===== src/rtl/manchester_pkg.sv =====
// manchester_pkg: shared state encoding and default widths for the Manchester TX chain.
package manchester_pkg;

    localparam int DEFAULT_DATA_WIDTH = 8;

    typedef enum logic [1:0] {
        ST_IDLE = 2'd0,
        ST_XFER = 2'd1,
        ST_GAP  = 2'd2
    } arb_state_e;

endpackage


===== src/rtl/manchester_tx_arbiter_rr_pick.sv =====
// rr_pick: combinational round-robin picker, first request searching upward from ptr_i+1 with wrap.
module rr_pick #(
    parameter int NUM_SRC = 2,
    parameter int IW      = (NUM_SRC > 1) ? $clog2(NUM_SRC) : 1
) (
    input  logic [NUM_SRC-1:0] req_i,
    input  logic [IW-1:0]      ptr_i,
    output logic [NUM_SRC-1:0] onehot_o,
    output logic [IW-1:0]      idx_o,
    output logic               found_o
);

    logic [NUM_SRC-1:0] rot;
    logic [IW-1:0]      off;
    logic [IW:0]        sum;
    logic               hit;

    // Rotate so bit 0 is the slot after the pointer, take the lowest hit, then map back to an index.
    always_comb begin
        rot = NUM_SRC'({req_i, req_i} >> (ptr_i + IW'(1)));
        hit = 1'b0;
        off = '0;
        for (int k = 0; k < NUM_SRC; k++) begin
            if (!hit && rot[k]) begin
                hit = 1'b1;
                off = IW'(k);
            end
        end
        sum      = {1'b0, ptr_i} + (IW+1)'(1) + {1'b0, off};
        idx_o    = (sum >= (IW+1)'(NUM_SRC)) ? IW'(sum - (IW+1)'(NUM_SRC)) : IW'(sum);
        found_o  = hit;
        onehot_o = hit ? (NUM_SRC'(1) << idx_o) : '0;
    end

endmodule


===== src/rtl/manchester_tx_arbiter.sv =====
// manchester_tx_arbiter: frame-atomic round-robin sharing of one Manchester TX chain, with a post-frame idle gap.
// Build option: define MANCHESTER_ARB_PRIO0_EN to make source 0 strict priority over the round-robin group.
module manchester_tx_arbiter
    import manchester_pkg::*;
#(
    parameter int NUM_SRC    = 2,
    parameter int DATA_WIDTH = DEFAULT_DATA_WIDTH,
    parameter int GAP_CYCLES = 16
) (
    input  logic                          aclk,
    input  logic                          aresetn,
    input  logic [NUM_SRC*DATA_WIDTH-1:0] s_axis_tdata,
    input  logic [NUM_SRC-1:0]            s_axis_tvalid,
    input  logic [NUM_SRC-1:0]            s_axis_tlast,
    output logic [NUM_SRC-1:0]            s_axis_tready,
    output logic [DATA_WIDTH-1:0]         m_axis_tdata,
    output logic                          m_axis_tvalid,
    output logic                          m_axis_tlast,
    input  logic                          m_axis_tready,
    output logic [NUM_SRC-1:0]            grant,
    output logic                          busy
);

    localparam int IW = (NUM_SRC > 1) ? $clog2(NUM_SRC) : 1;
    localparam int GW = (GAP_CYCLES > 0) ? $clog2(GAP_CYCLES + 1) : 1;

    arb_state_e            state_q;
    logic [NUM_SRC-1:0]    grant_q;
    logic [IW-1:0]         ptr_q;
    logic [IW-1:0]         own_q;
    logic [GW-1:0]         gap_q;
    logic [NUM_SRC-1:0]    rr_req;
    logic [NUM_SRC-1:0]    pick_onehot;
    logic [IW-1:0]         pick_idx;
    logic                  pick_found;
    logic                  prio0;
    logic                  xfer;
    logic                  eof;
    logic [DATA_WIDTH-1:0] src_data [NUM_SRC];

    for (genvar g = 0; g < NUM_SRC; g++) begin : g_src
        assign src_data[g] = s_axis_tdata[g*DATA_WIDTH +: DATA_WIDTH];
    end

`ifdef MANCHESTER_ARB_PRIO0_EN
    assign prio0  = s_axis_tvalid[0];
    assign rr_req = s_axis_tvalid & ~NUM_SRC'(1);
`else
    assign prio0  = 1'b0;
    assign rr_req = s_axis_tvalid;
`endif

    rr_pick #(
        .NUM_SRC (NUM_SRC),
        .IW      (IW)
    ) u_pick (
        .req_i    (rr_req),
        .ptr_i    (ptr_q),
        .onehot_o (pick_onehot),
        .idx_o    (pick_idx),
        .found_o  (pick_found)
    );

    assign xfer          = state_q == ST_XFER;
    assign m_axis_tdata  = xfer ? src_data[own_q] : '0;
    assign m_axis_tvalid = xfer & s_axis_tvalid[own_q];
    assign m_axis_tlast  = xfer & s_axis_tlast[own_q];
    assign s_axis_tready = xfer ? (grant_q & {NUM_SRC{m_axis_tready}}) : '0;
    assign eof           = m_axis_tvalid & m_axis_tready & m_axis_tlast;
    assign grant         = grant_q;
    assign busy          = state_q != ST_IDLE;

    // Arbitrate in IDLE, hold the owner until its tlast handshake, then count out the idle gap.
    always_ff @(posedge aclk or negedge aresetn) begin
        if (!aresetn) begin
            state_q <= ST_IDLE;
            grant_q <= '0;
            ptr_q   <= IW'(NUM_SRC - 1);
            own_q   <= '0;
            gap_q   <= '0;
        end else begin
            case (state_q)
                ST_IDLE: begin
                    if (prio0) begin
                        grant_q <= NUM_SRC'(1);
                        own_q   <= '0;
                        state_q <= ST_XFER;
                    end else if (pick_found) begin
                        grant_q <= pick_onehot;
                        own_q   <= pick_idx;
                        ptr_q   <= pick_idx;
                        state_q <= ST_XFER;
                    end
                end
                ST_XFER: begin
                    if (eof) begin
                        grant_q <= '0;
                        if (GAP_CYCLES == 0) begin
                            state_q <= ST_IDLE;
                        end else begin
                            gap_q   <= GW'(GAP_CYCLES);
                            state_q <= ST_GAP;
                        end
                    end
                end
                ST_GAP: begin
                    gap_q <= gap_q - GW'(1);
                    if (gap_q == GW'(1)) state_q <= ST_IDLE;
                end
                default: state_q <= ST_IDLE;
            endcase
        end
    end

endmodule


===== config.mk =====
export PLATFORM = sky130hd
export DESIGN_NAME = manchester_tx_arbiter
export DESIGN_NICKNAME = d
export VERILOG_FILES = /design/src/rtl/manchester_pkg.sv /design/src/rtl/manchester_tx_arbiter_rr_pick.sv /design/src/rtl/manchester_tx_arbiter.sv
export SDC_FILE = /design/constraint.sdc
export NUM_CORES = 1
export LEC_CHECK = 0
export CAP_MARGIN = 20
export CORE_ASPECT_RATIO = 0.9
export CORE_UTILIZATION = 40
export CTS_CLUSTER_SIZE = 10
export DETAILED_ROUTE_END_ITERATION = 10
export MAX_ROUTING_LAYER = met4
export PLACE_DENSITY = 0.84
export SYNTH_ARGS = -nofsm -noshare
export SYNTH_HDL_FRONTEND = slang
export SYNTH_SLANG_ARGS = --single-unit
export TNS_END_PERCENT = 5

===== constraint.sdc =====
create_clock -name aclk -period 4.2 [get_ports aclk]
set_clock_uncertainty 0.2 [all_clocks]
set_input_delay 0.84 -clock aclk [delete_from_list [all_inputs] [get_ports aclk]]
set_output_delay 0.84 -clock aclk [all_outputs]
set_load 0.005 [all_outputs]

Word-level counts from Yosys, hierarchy flattened

Cells that the tools add are included.

Bits in registers: 11
Input port bits: 23
Output and inout bits: 15

Add/subtract/negate cells: 5
Mux-type cells: 22
Bitwise logic cells: 6
Shifts and indexed selects: 2
Magnitude comparators: 3
Equality and inequality tests: 6
Reductions and logical operators: 10

Operators by type and width:

| cell                                                     | number |
|---|---|
| 2-to-1 mux 8 bit                                         | 4 |
| 2-to-1 mux 2 bit                                         | 6 |
| case mux 5 bit (2 select lines)                          | 1 |
| 2-to-1 mux 1 bit                                         | 8 |
| case mux 2 bit (3 select lines)                          | 1 |
| AND reduction 3 bit                                      | 2 |
| nonzero test 2 bit                                       | 3 |
| == test 5 x 1 -> 1 bit, second input constant            | 1 |
| 2-to-1 mux 5 bit                                         | 1 |
| subtractor 5 x 1 -> 5 bit, second input constant         | 1 |
| bitwise AND 1 bit                                        | 4 |
| greater-or-equal comparator 2 bit, second input constant | 2 |
| != test 2 bit, second input constant                     | 2 |
| case mux 2 bit (2 select lines)                          | 1 |
| AND reduction 2 bit                                      | 2 |
| >> shifter 4 x 1 -> 2 bit                                | 1 |
| adder 1 x 1 -> 2 bit, second input constant              | 1 |
| adder 2 x 1 -> 2 bit                                     | 1 |
| bitwise AND 2 bit                                        | 1 |
| == test 2 x 1 -> 1 bit, second input constant            | 1 |
| == test 2 bit, second input constant                     | 1 |
| zero test 2 bit                                          | 1 |
| < comparator 1 x 2 -> 1 bit, second input constant       | 1 |
| != test 2 x 1 -> 1 bit, second input constant            | 1 |
| 6 further kinds                                          | 6 |

Depth between registers and ports, before layout

Gate-level depths: netlist (run 1).

Depth after elaboration: 12
Depth in mapped cells: 5

By module

From an unflattened synthesis (run 1), not the netlist that was laid out.

Cells, all modules: 79
Area total of the unflattened synthesis: 748.2 sq um

Modules (own cells, without submodules):

| module                | area each (sq um) | cells each | seq. area each (sq um) | instances |
|---|---|---|---|---|
| manchester_tx_arbiter | 711.9             | 74         | 276.5                  | 1 |
| rr_pick               | 36.3              | 5          | 0.0                    | 1 |

Least setup slack after synthesis (run 1)

OpenSTA, ideal clock, no wires.

Path kind: input to output
Start: input s_axis_tlast[1]
End: output m_axis_tlast
Path slack: 1,947 ps
Buffers on the path: 0
Cell stages on the path: 2
Arrival time: 1,213 ps
Cells stage by stage: mux2i_1 > nor2_1

Cells in the longest elaborated chain, start to end: 3

Ends and longest elaborated chain:

| what                                                 | RTL line                    | text |
|---|---|---|
| start, declared                                      | manchester_tx_arbiter.sv:14 | `input logic [NUM_SRC-1:0] s_axis_tlast,` |
| 2-to-1 mux 1 bit (not written as such) (2 in series) | manchester_tx_arbiter.sv:67 | `assign m_axis_tlast = xfer & s_axis_tlast[own_q];` |
| bitwise AND 1 bit                                    | manchester_tx_arbiter.sv:67 |  |
| end, declared                                        | manchester_tx_arbiter.sv:18 | `output logic m_axis_tlast,` |

Every way passes these cells. The select of a mux whose other input is x is not followed.

Final worst setup path (run 1)

Start: input s_axis_tvalid[1]
End: output m_axis_tvalid

Cells in the longest elaborated chain, start to end: 3

Ends and longest elaborated chain:

| what                                                 | RTL line                    | text |
|---|---|---|
| start, declared                                      | manchester_tx_arbiter.sv:13 | `input logic [NUM_SRC-1:0] s_axis_tvalid,` |
| 2-to-1 mux 1 bit (not written as such) (2 in series) | manchester_tx_arbiter.sv:66 | `assign m_axis_tvalid = xfer & s_axis_tvalid[own_q];` |
| bitwise AND 1 bit                                    | manchester_tx_arbiter.sv:66 |  |
| end, declared                                        | manchester_tx_arbiter.sv:17 | `output logic m_axis_tvalid,` |

Every way passes these cells. The select of a mux whose other input is x is not followed.

==> results of run 1 <==
[through the flow]
step	util	instances	setup WS, ns
4_1_cts	0.675	149	0.925
2_1_floorplan	-	88	1.95
6_report	0.675	149	0.906
5_1_grt	0.675	149	0.877
3_5_place_dp	0.661	145	0.931
3_3_place_gp	0.661	145	0.959
[routing by layer]
metal  GRT usage  wire length (um)
met1       0.245               930
met2       0.433              1240
met3      0.0515                85
met4      0.0941                59
met5           -                 0
[power groups by stage]
stage	logic, uW	clock network [uW]	registers (uW)
final	445	69.8	240
after global routing	480	76.8	250
after CTS	449	73.3	238
after detailed placement	443	0	240
after global placement	425	0	235
after floorplan	282	0	192
[flip-flops by register name (all words and copies together) (netlist names)]
name and flops:
gap_q 5, ptr_q 1, own_q 1, state_q 2, grant 2
[cell type report]
class / instances / share of cell area
flip-flops and latches: 11 / 0.231
repair buffers: 37 / 0.310
multi-input cells: 67 / 0.393
clock buffers: 4 / 0.0220
inverters: 6 / 0.0188
well taps: 24 / 0.0251
[final timing paths]
| kind | startpoint | endpoint | slack, ns | depth (start not counted) |
|---|---|---|---|---|
| max in group asynchronous | aresetn | ptr_q$_DFFE_PN1P_ | 2.75 | 1 |
| worst min register to register | ptr_q$_DFFE_PN1P_ | ptr_q$_DFFE_PN1P_ | 0.36 | 2 |
| worst max-delay path | s_axis_tvalid[1] | m_axis_tvalid | 0.91 | 4 |
| worst max register to register | own_q$_DFFE_PN0P_ | grant[1]$_DFFE_PN0P_ | 2.16 | 3 |
| min in group asynchronous | aresetn | state_q[1]$_DFFE_PN0P_ | 0.70 | 1 |
| worst min-delay path | ptr_q$_DFFE_PN1P_ | ptr_q$_DFFE_PN1P_ | 0.36 | 2 |
[critical path: stages]
cell and delay [ns]:
clkdlybuf4s50_1 0.61, mux2i_2 0.17, nor2_1 0.13, clkdlybuf4s50_1 0.51
[cell usage after synthesis (all sizes together)]
master  number
a31oi        1
nand2b       2
o211ai       1
a32oi        2
nor2        14
nor2b        2
nand3b       1
o41ai        1
or3b         1
or3          2
inv          6
o21ai        2
a32o         1
ha           2
and2         1
mux2i       10
a21oi        1
nand2        7
a31o         1
o31a         1
o21bai       2
buf          3
o221ai       1
nand3        1
nor4b        1
dfrtp       10
xor2         1
o22ai        1
nor3         2
dfstp        1
and3         2
clkbuf       1
nor3b        2
nor4         1
[cell usage in the layout, fill, tap and decap left out, types with 2 or more instances in the layout]
master,count
a32oi_1,2
and3_1,2
clkbuf_4,3
clkdlybuf4s50_1,37
dfrtp_1,10
ha_1,2
inv_1,6
mux2i_1,9
nand2_1,7
nor2_1,14
nor2b_1,2
nor3_1,2
nor3b_1,2
o21ai_0,2
o21bai_1,2
or3_1,2
[cells by family after synthesis]
kind of cell	Yosys count	synth area share
AOI/OAI and AO/OA	15	0.142
xor gates and xnor gates	1	0.0110
adders and majority gates	2	0.0315
buffers and inverters	10	0.0599
DFF	11	0.349
muxes	10	0.131
and+or+nand+nor	39	0.276
==> results by group, run 1 <==
Setup path
  – Worst EP required: 3.16 ns
  – Arrival @ worst endpoint: 2.25 ns
  – Worst-path fanout max: 6
  – Setup CP Type: input pin to output pin
  – Startpoint type of the worst setup path: input pin
  – CP endpoint kind: output pin

STA
  – Unrepaired setup endpoints after global routing: false
  – Final Hold Fails: 0
  – Worst hold-check slack: 0.364 ns
  – Final Max Slew Viols: 0
  – Fin crit share: 0.784
  – Fmax: 304 MHz
  – Final setup fails: 0
  – Sum Neg Setup Slack: 0 ns
  – Max-Slew Margin vs Limit: 0.601
  – Worst Tran Pin Value: 0.599 ns
  – Fin crit period: 3.29 ns

Place
  – Post-DP HPWL: 1.79 mm
  – Cell Area, Placed: 0.00117 sq mm
  – IO Port Bufs: 37
  – Routability cong.: 0.821

Pwr
  – Switching share of total power: 0.396
  – Design Power: 755 uW
  – Switch Pwr: 299 uW
  – Combinational Power Share: 0.589
  – Pwr dens: 632 mW/mm^2
  – Clk network pwr share: 0.092
  – Max VDD drop: 0.000546 V
  – Sequential power share: 0.318
  – Int Pwr: 456 uW
  – Leak: 0.000492 uW

Layout
  – Number of diodes: 0
  – Area of the multi-input gates: 469 sq um
  – Post-route cell area: 0.00119 sq mm
  – Fill cells: 149
  – Sequential cell area: 277 sq um
  – Layout Nets: 151
  – Share of layout cells above drive strength 1: 0.0720
  – Synthesis-to-finish area growth: 50.6%

Die
  – Die area: 0.00217 sq mm
  – Die Y: 44.2 um
  – Chip Width: 48.9 um
  – Starting Density: 0.448
  – Top Ports: 38
  – Row Count: 14
  – Core Area: 0.00177 sq mm

Clock network
  – Htree depth: 1
  – Post-cts hold buffer count: 0
  – CTS tree: yes
  – Total CTS buffers: 3
  – Worst-path clk slew: 0.06 ns
  – CTS Buffer Depth: 2
  – # resized after CTS: 0
  – Num Clock Sinks: 11
  – Buffers inserted by post-CTS timing repair: 0
  – Clock root buffer: clkbuf_4
  – Clk Latency, worst-skew pair: 0.27 ns

Run
  – Maxcap violations: 0

Global route
  – Largest net degree at the start of global routing: 14
  – Grt ovf: 0
  – Initial antenna violation count: 0
  – GR Util All Layers: 0.234
  – First-pass GRT wire length: 3.55 mm
  – Vias in the first global route: 785

Detailed routing
  – Via Count: 831
  – First-pass detailed-route iteration total: 4
  – Post-route ant nets: 0
  – Routed vias/inst: 5.58
  – DR WL/cell: 15.5 um
  – Final wirelength: 2.31 mm
  – Initial drt markers: 39
  – Drc violations: 0

Synth
  – Gate Count Post-Synth: 88
  – Post-Syn Area: 793 sq um
  – Sequential share of the synthesized area: 0.349
  – Warnings, synthesis: 0
  – Avg Synthesized Cell Area: 9.01 sq um
  – Top-area cell type share of the netlist area: 0.315
  – Yosys reg bits: 11
  – Area contributors post-synth: dfrtp_1, mux2i_1, nor2_1
  – Synth unique cells: 37
  – Cell taking the most area after synthesis: dfrtp_1
  – Syn_nets: 113

Hold path
  – HP Class: register to register

Outcome
  – Status: finished clean
No activity file was read; power rests on OpenSTA's default activity.
==> run 2, diff against run 1 <==
Settings changed: CORE_UTILIZATION 40 to 36, PLACE_DENSITY 0.84 to 0.8.
Clock period 4.2 ns to 2.91 ns, I/O delays scaled along.
==> run 2 against run 1 <==
  * Worst setup slack worse by 0.72 ns
  * First-iteration DRC count shrank 38%
  * Global-route usage down 4.7 points
  * Critical endpoint unchanged
==> results by group, run 2 (synthesis results as in run 1) <==
Outcome
  – Status: finished clean

Place
  – IO Port Bufs: 37
  – Cells after DPL: 148
  – Routability cong.: 0.798
  – Post-DP HPWL: 1.65 mm

Die
  – Chip Width: 51.5 um
  – Die Y: 46.5 um
  – Die area: 0.00240 sq mm
  – Core Area: 0.00199 sq mm
  – Row Count: 15
  – Starting Density: 0.399
  – Top Ports: 38

Setup path
  – Worst reg2reg path depth: 3
  – CP dominant cell by count: clkdlybuf4s50_1
  – Path length in cells of the critical path: 4
  – Worst-path fanout max: 6
  – Startpoint type of the worst setup path: input pin
  – CP endpoint kind: output pin
  – CP peak stage delay: 0.51 ns
  – CP bufs+invs: 2
  – R2R Setup Slk: 1.11 ns
  – Crit-path slowest cell: clkdlybuf4s50_1
  – Worst EP required: 2.13 ns
  – Arrival @ worst endpoint: 1.95 ns
  – Crit-path cells: clkdlybuf4s50_1, mux2i_2, nor2_1, clkdlybuf4s50_1
  – Crit-path leading delay family: buffers and inverters
  – Reg-to-Reg Start: state_q[1]$_DFFE_PN0P_
  – Setup CP Type: input pin to output pin
  – Reg2reg end: grant[1]$_DFFE_PN0P_

Layout
  – Most common cell after layout, fill and taps aside: clkdlybuf4s50_1
  – Fill cells: 181
  – Share of layout cells above drive strength 1: 0.0866
  – Layout Nets: 153
  – Largest register FFs: 5
  – Number of diodes: 0
  – Non-filler cells, final: 152
  – Biggest register: gap_q
  – Most frequent cells in the layout: clkdlybuf4s50_1, nor2_1, dfrtp_1
  – Synthesis-to-finish area growth: 52.7%

Hold path
  – Hold path cells: 2
  – HP Class: register to register
  – Sink of the worst hold path: ptr_q$_DFFE_PN1P_
  – Min-Delay Startpoint: ptr_q$_DFFE_PN1P_

STA
  – Final Hold Fails: 0
  – Max-Slew Margin vs Limit: 0.665
  – Fin crit share: 0.937
  – Final setup fails: 0
  – Worst Tran Pin Value: 0.501 ns
  – Fin crit period: 2.73 ns
  – Unrepaired setup endpoints after global routing: false
  – Fmax: 367 MHz
  – Sum Neg Setup Slack: 0 ns
  – Final Max Slew Viols: 0

Clock network
  – Clock root buffer: clkbuf_4
  – Num Clock Sinks: 11
  – Total CTS buffers: 3
  – # resized after CTS: 0
  – Post-cts hold buffer count: 0
  – Buffers inserted by post-CTS timing repair: 0
  – Clk Latency, worst-skew pair: 0.28 ns
  – CTS Buffer Depth: 2
  – Htree depth: 1
  – Worst-path clk slew: 0.08 ns
  – CTS tree: yes

Detailed routing
  – Drc violations: 0
  – Post-route ant nets: 0
  – Via Count: 809
  – First-pass detailed-route iteration total: 4
  – Initial drt markers: 24
  – Final wirelength: 2.09 mm
  – Routed vias/inst: 5.32
  – DR WL/cell: 13.8 um

Global route
  – Initial antenna violation count: 0
  – GR Util All Layers: 0.187
  – Grt ovf: 0
  – First-pass GRT wire length: 3.05 mm
  – Largest net degree at the start of global routing: 14
  – Vias in the first global route: 689

Pwr
  – Max VDD drop: 0.000465 V
  – Leak: 0.000502 uW
  – Pwr dens: 897 mW/mm^2

Run
  – Maxcap violations: 0
[run 2: cell types whose count changed in the layout (fill, tap and decap cells not counted)]
cell,delta
buf_4,+2
[run 2: final cells by class]
| cell class | instances | area [sq um] | area share |
|---|---|---|---|
| multi-input cells | 67 | 469 | 0.387 |
| well taps | 25 | 31.3 | 0.0258 |
| flip-flops and latches | 11 | 277 | 0.228 |
| inverters | 6 | 22.5 | 0.0186 |
| clock buffers | 4 | 26.3 | 0.0217 |
| repair buffers | 39 | 385 | 0.318 |
[run 2: tightest hold or removal path, cell delays in order (launching register included)]
cell	delay, ns
dfstp_2	0.38
a21oi_1	0.11
a31oi_1	0.05
[run 2: worst max-delay path by stage]
stage,endpoint,start,slack [ns]
final,m_axis_tvalid,s_axis_tvalid[1],0.18
after global routing,m_axis_tvalid,s_axis_tvalid[1],0.12
after CTS,m_axis_tvalid,s_axis_tvalid[1],0.18
after detailed placement,m_axis_tvalid,s_axis_tvalid[1],0.18
after global placement,m_axis_tvalid,s_axis_tvalid[1],0.22
after floorplan,m_axis_tdata[0],state_q[1]$_DFFE_PN0P_,1.15
[run 2: routing by layer]
layer	global-route usage	vias to the layer above	wire length, um
met1	0.245	393	959
met3	0.0297	4	57
met5	-	-	0
met2	0.288	16	1050
li1	-	396	-
met4	0.0811	0	27
[run 2: power by group]
| part | switching [uW] | leakage [uW] | total (uW) | internal, uW |
|---|---|---|---|---|
| logic | 261 | 0.000353 | 652 | 391 |
| registers | 102 | 0.000134 | 324 | 223 |
| clock network | 57.1 | 0.0000150 | 110 | 53.2 |
[run 2: stage by stage]
stage          cell area, sq um  power, uW  setup WS (ns)  hold WS (ns)   util
5_1_grt                    1210       1180          0.122         0.373  0.609
3_3_place_gp               1180        964          0.223         0.324  0.596
3_5_place_dp               1180        980          0.182         0.324  0.596
4_1_cts                    1210       1100          0.181         0.334  0.609
2_1_floorplan               793        683           1.15        0.0864      -
6_report                   1210       1090          0.182         0.334  0.609
==> run 3, diff against run 2 <==
Settings changed: RECOVER_POWER from default to 100.
==> run 3 against run 2 <==
  * Die area is the same
  * Worst hold slack gained 0.00066 ns
  * First-iteration DRC count shrank 42%
  * Largest cell class unchanged
==> results by group, run 3 (synthesis results as in run 1) <==
Clock network
  – Num Clock Sinks: 11
  – Clk Latency, worst-skew pair: 0.27 ns
  – Htree depth: 1
  – CTS tree: yes
  – Post-cts hold buffer count: 0
  – Worst-path clk slew: 0.07 ns
  – # resized after CTS: 0
  – Total CTS buffers: 3
  – Clock root buffer: clkbuf_4
  – Buffers inserted by post-CTS timing repair: 0
  – CTS Buffer Depth: 2

Layout
  – Final core utilization: 0.599
  – Number of diodes: 0
  – Biggest register: gap_q
  – Most frequent cells in the layout: clkdlybuf4s50_1, dlygate4sd3_1, nor2_1
  – Most common cell after layout, fill and taps aside: clkdlybuf4s50_1
  – Synthesis-to-finish area growth: 50.3%
  – Layout Nets: 153
  – Share of layout cells above drive strength 1: 0.0709
  – Non-filler cells, final: 152
  – Fill cells: 185
  – Largest register FFs: 5

Setup path
  – CP peak stage delay: 0.66 ns
  – R2R Setup Slk: 0.54 ns
  – Crit-path leading delay family: buffers and inverters
  – CP bufs+invs: 2
  – Worst EP required: 2.13 ns
  – Crit path from: s_axis_tvalid[1]
  – Setup CP Type: input pin to output pin
  – CP endpoint kind: output pin
  – Startpoint type of the worst setup path: input pin
  – Path length in cells of the critical path: 4
  – Reg2reg end: grant[1]$_DFFE_PN0P_
  – Crit-path slowest cell: dlygate4sd3_1
  – Worst reg2reg path depth: 3
  – Crit-path cells: dlygate4sd3_1, mux2i_2, nor2_1, clkdlybuf4s50_1
  – Arrival @ worst endpoint: 1.98 ns
  – Worst-path fanout max: 6
  – CP endpoint: m_axis_tvalid
  – Reg-to-Reg Start: state_q[1]$_DFFE_PN0P_

STA
  – Sum Neg Setup Slack: 0 ns
  – Final Hold Fails: 0
  – Final WS setup: 0.152 ns
  – Worst Tran Pin Value: 1.16 ns
  – Final Max Slew Viols: 0
  – Max-Slew Margin vs Limit: 0.218
  – Unrepaired setup endpoints after global routing: false
  – Fmax: 363 MHz
  – Final setup fails: 0
  – Fin crit share: 0.948
  – Fin crit period: 2.76 ns

Pwr
  – Combinational Power Share: 0.581
  – Max VDD drop: 0.000453 V
  – Clk network pwr share: 0.105
  – Int Pwr: 628 uW
  – Pwr dens: 870 mW/mm^2
  – Switching share of total power: 0.395
  – Switch Pwr: 409 uW
  – Leak: 0.000514 uW
  – Sequential power share: 0.314

Die
  – Starting Density: 0.399
  – Row Count: 15
  – Chip Width: 51.5 um
  – Top Ports: 38
  – Core Area: 0.00199 sq mm
  – Die Y: 46.5 um
  – Die area: 0.00240 sq mm

Detailed routing
  – Post-route ant nets: 0
  – Routed vias/inst: 5.32
  – Initial drt markers: 14
  – First-pass detailed-route iteration total: 4
  – Via Count: 808
  – DR WL/cell: 13.9 um
  – Final wirelength: 2.11 mm
  – Drc violations: 0

Hold path
  – Hold path cells: 2
  – HP Class: register to register

Run
  – Maxcap violations: 0

Global route
  – First-pass GRT wire length: 3.05 mm
  – Initial antenna violation count: 0
  – Vias in the first global route: 689
  – Largest net degree at the start of global routing: 14
  – GR Util All Layers: 0.187
  – Grt ovf: 0

Place
  – Routability cong.: 0.798
  – IO Port Bufs: 37
  – Cells after DPL: 148
  – Post-DP HPWL: 1.65 mm
  – DP Worst Slack: 0.182 ns

Outcome
  – Status: finished clean
[run 3: cell count changes in the layout (fill, tap and decap cells not counted), sizes merged]
cell,change
clkbuf,+1
buf,-1
dlygate4sd3,+16
clkdlybuf4s50,-16
[run 3: through the flow]
stage               hold WS [ns]  cell area (sq um)  power [uW]
finish                     0.334               1190        1040
global route               0.372               1190        1120
CTS                        0.334               1210        1100
detailed placement         0.324               1180         980
global placement           0.324               1180         964
floorplan                 0.0864                793         683
[run 3: layer usage]
metal	part of all wire	track usage	routed length (um)
met4	0.011	0.0811	23
met3	0.022	0.0297	46
met2	0.50	0.288	1050
met5	0	-	0
met1	0.47	0.245	986
[run 3: how the worst min path moves through the flow]
stage | from | slack [ns] | to
2_1_floorplan | aresetn | 0.09 | gap_q[0]$_DFFE_PN0P_
3_3_place_gp | ptr_q$_DFFE_PN1P_ | 0.32 | ptr_q$_DFFE_PN1P_
3_5_place_dp | ptr_q$_DFFE_PN1P_ | 0.32 | ptr_q$_DFFE_PN1P_
4_1_cts | ptr_q$_DFFE_PN1P_ | 0.33 | ptr_q$_DFFE_PN1P_
5_1_grt | ptr_q$_DFFE_PN1P_ | 0.37 | ptr_q$_DFFE_PN1P_
6_report | ptr_q$_DFFE_PN1P_ | 0.33 | ptr_q$_DFFE_PN1P_
[run 3: final cells by class]
cell class,count,area [sq um],share of cell area
Clock buffer,4,26.3,0.0220
Inverter,6,22.5,0.0189
Multi-Input combinational cell,67,454,0.381
Sequential cell,11,277,0.232
Tap cell,25,31.3,0.0262
Timing Repair Buffer,39,382,0.320
[run 3: worst register-to-register path, stage by stage (launching register included)]
cell and delay (ns):
dfrtp_1 0.49, nand2b_4 0.26, nor4_1 1.00, o221ai_1 0.26
[run 3: power by group through the flow]
stage / Sequential, uW / Clock [uW] / Combinational (uW)
4_1_cts: 323 / 113 / 659
5_1_grt: 335 / 117 / 672
6_report: 325 / 109 / 603
2_1_floorplan: 277 / 0 / 406
3_5_place_dp: 326 / 0 / 654
3_3_place_gp: 325 / 0 / 639
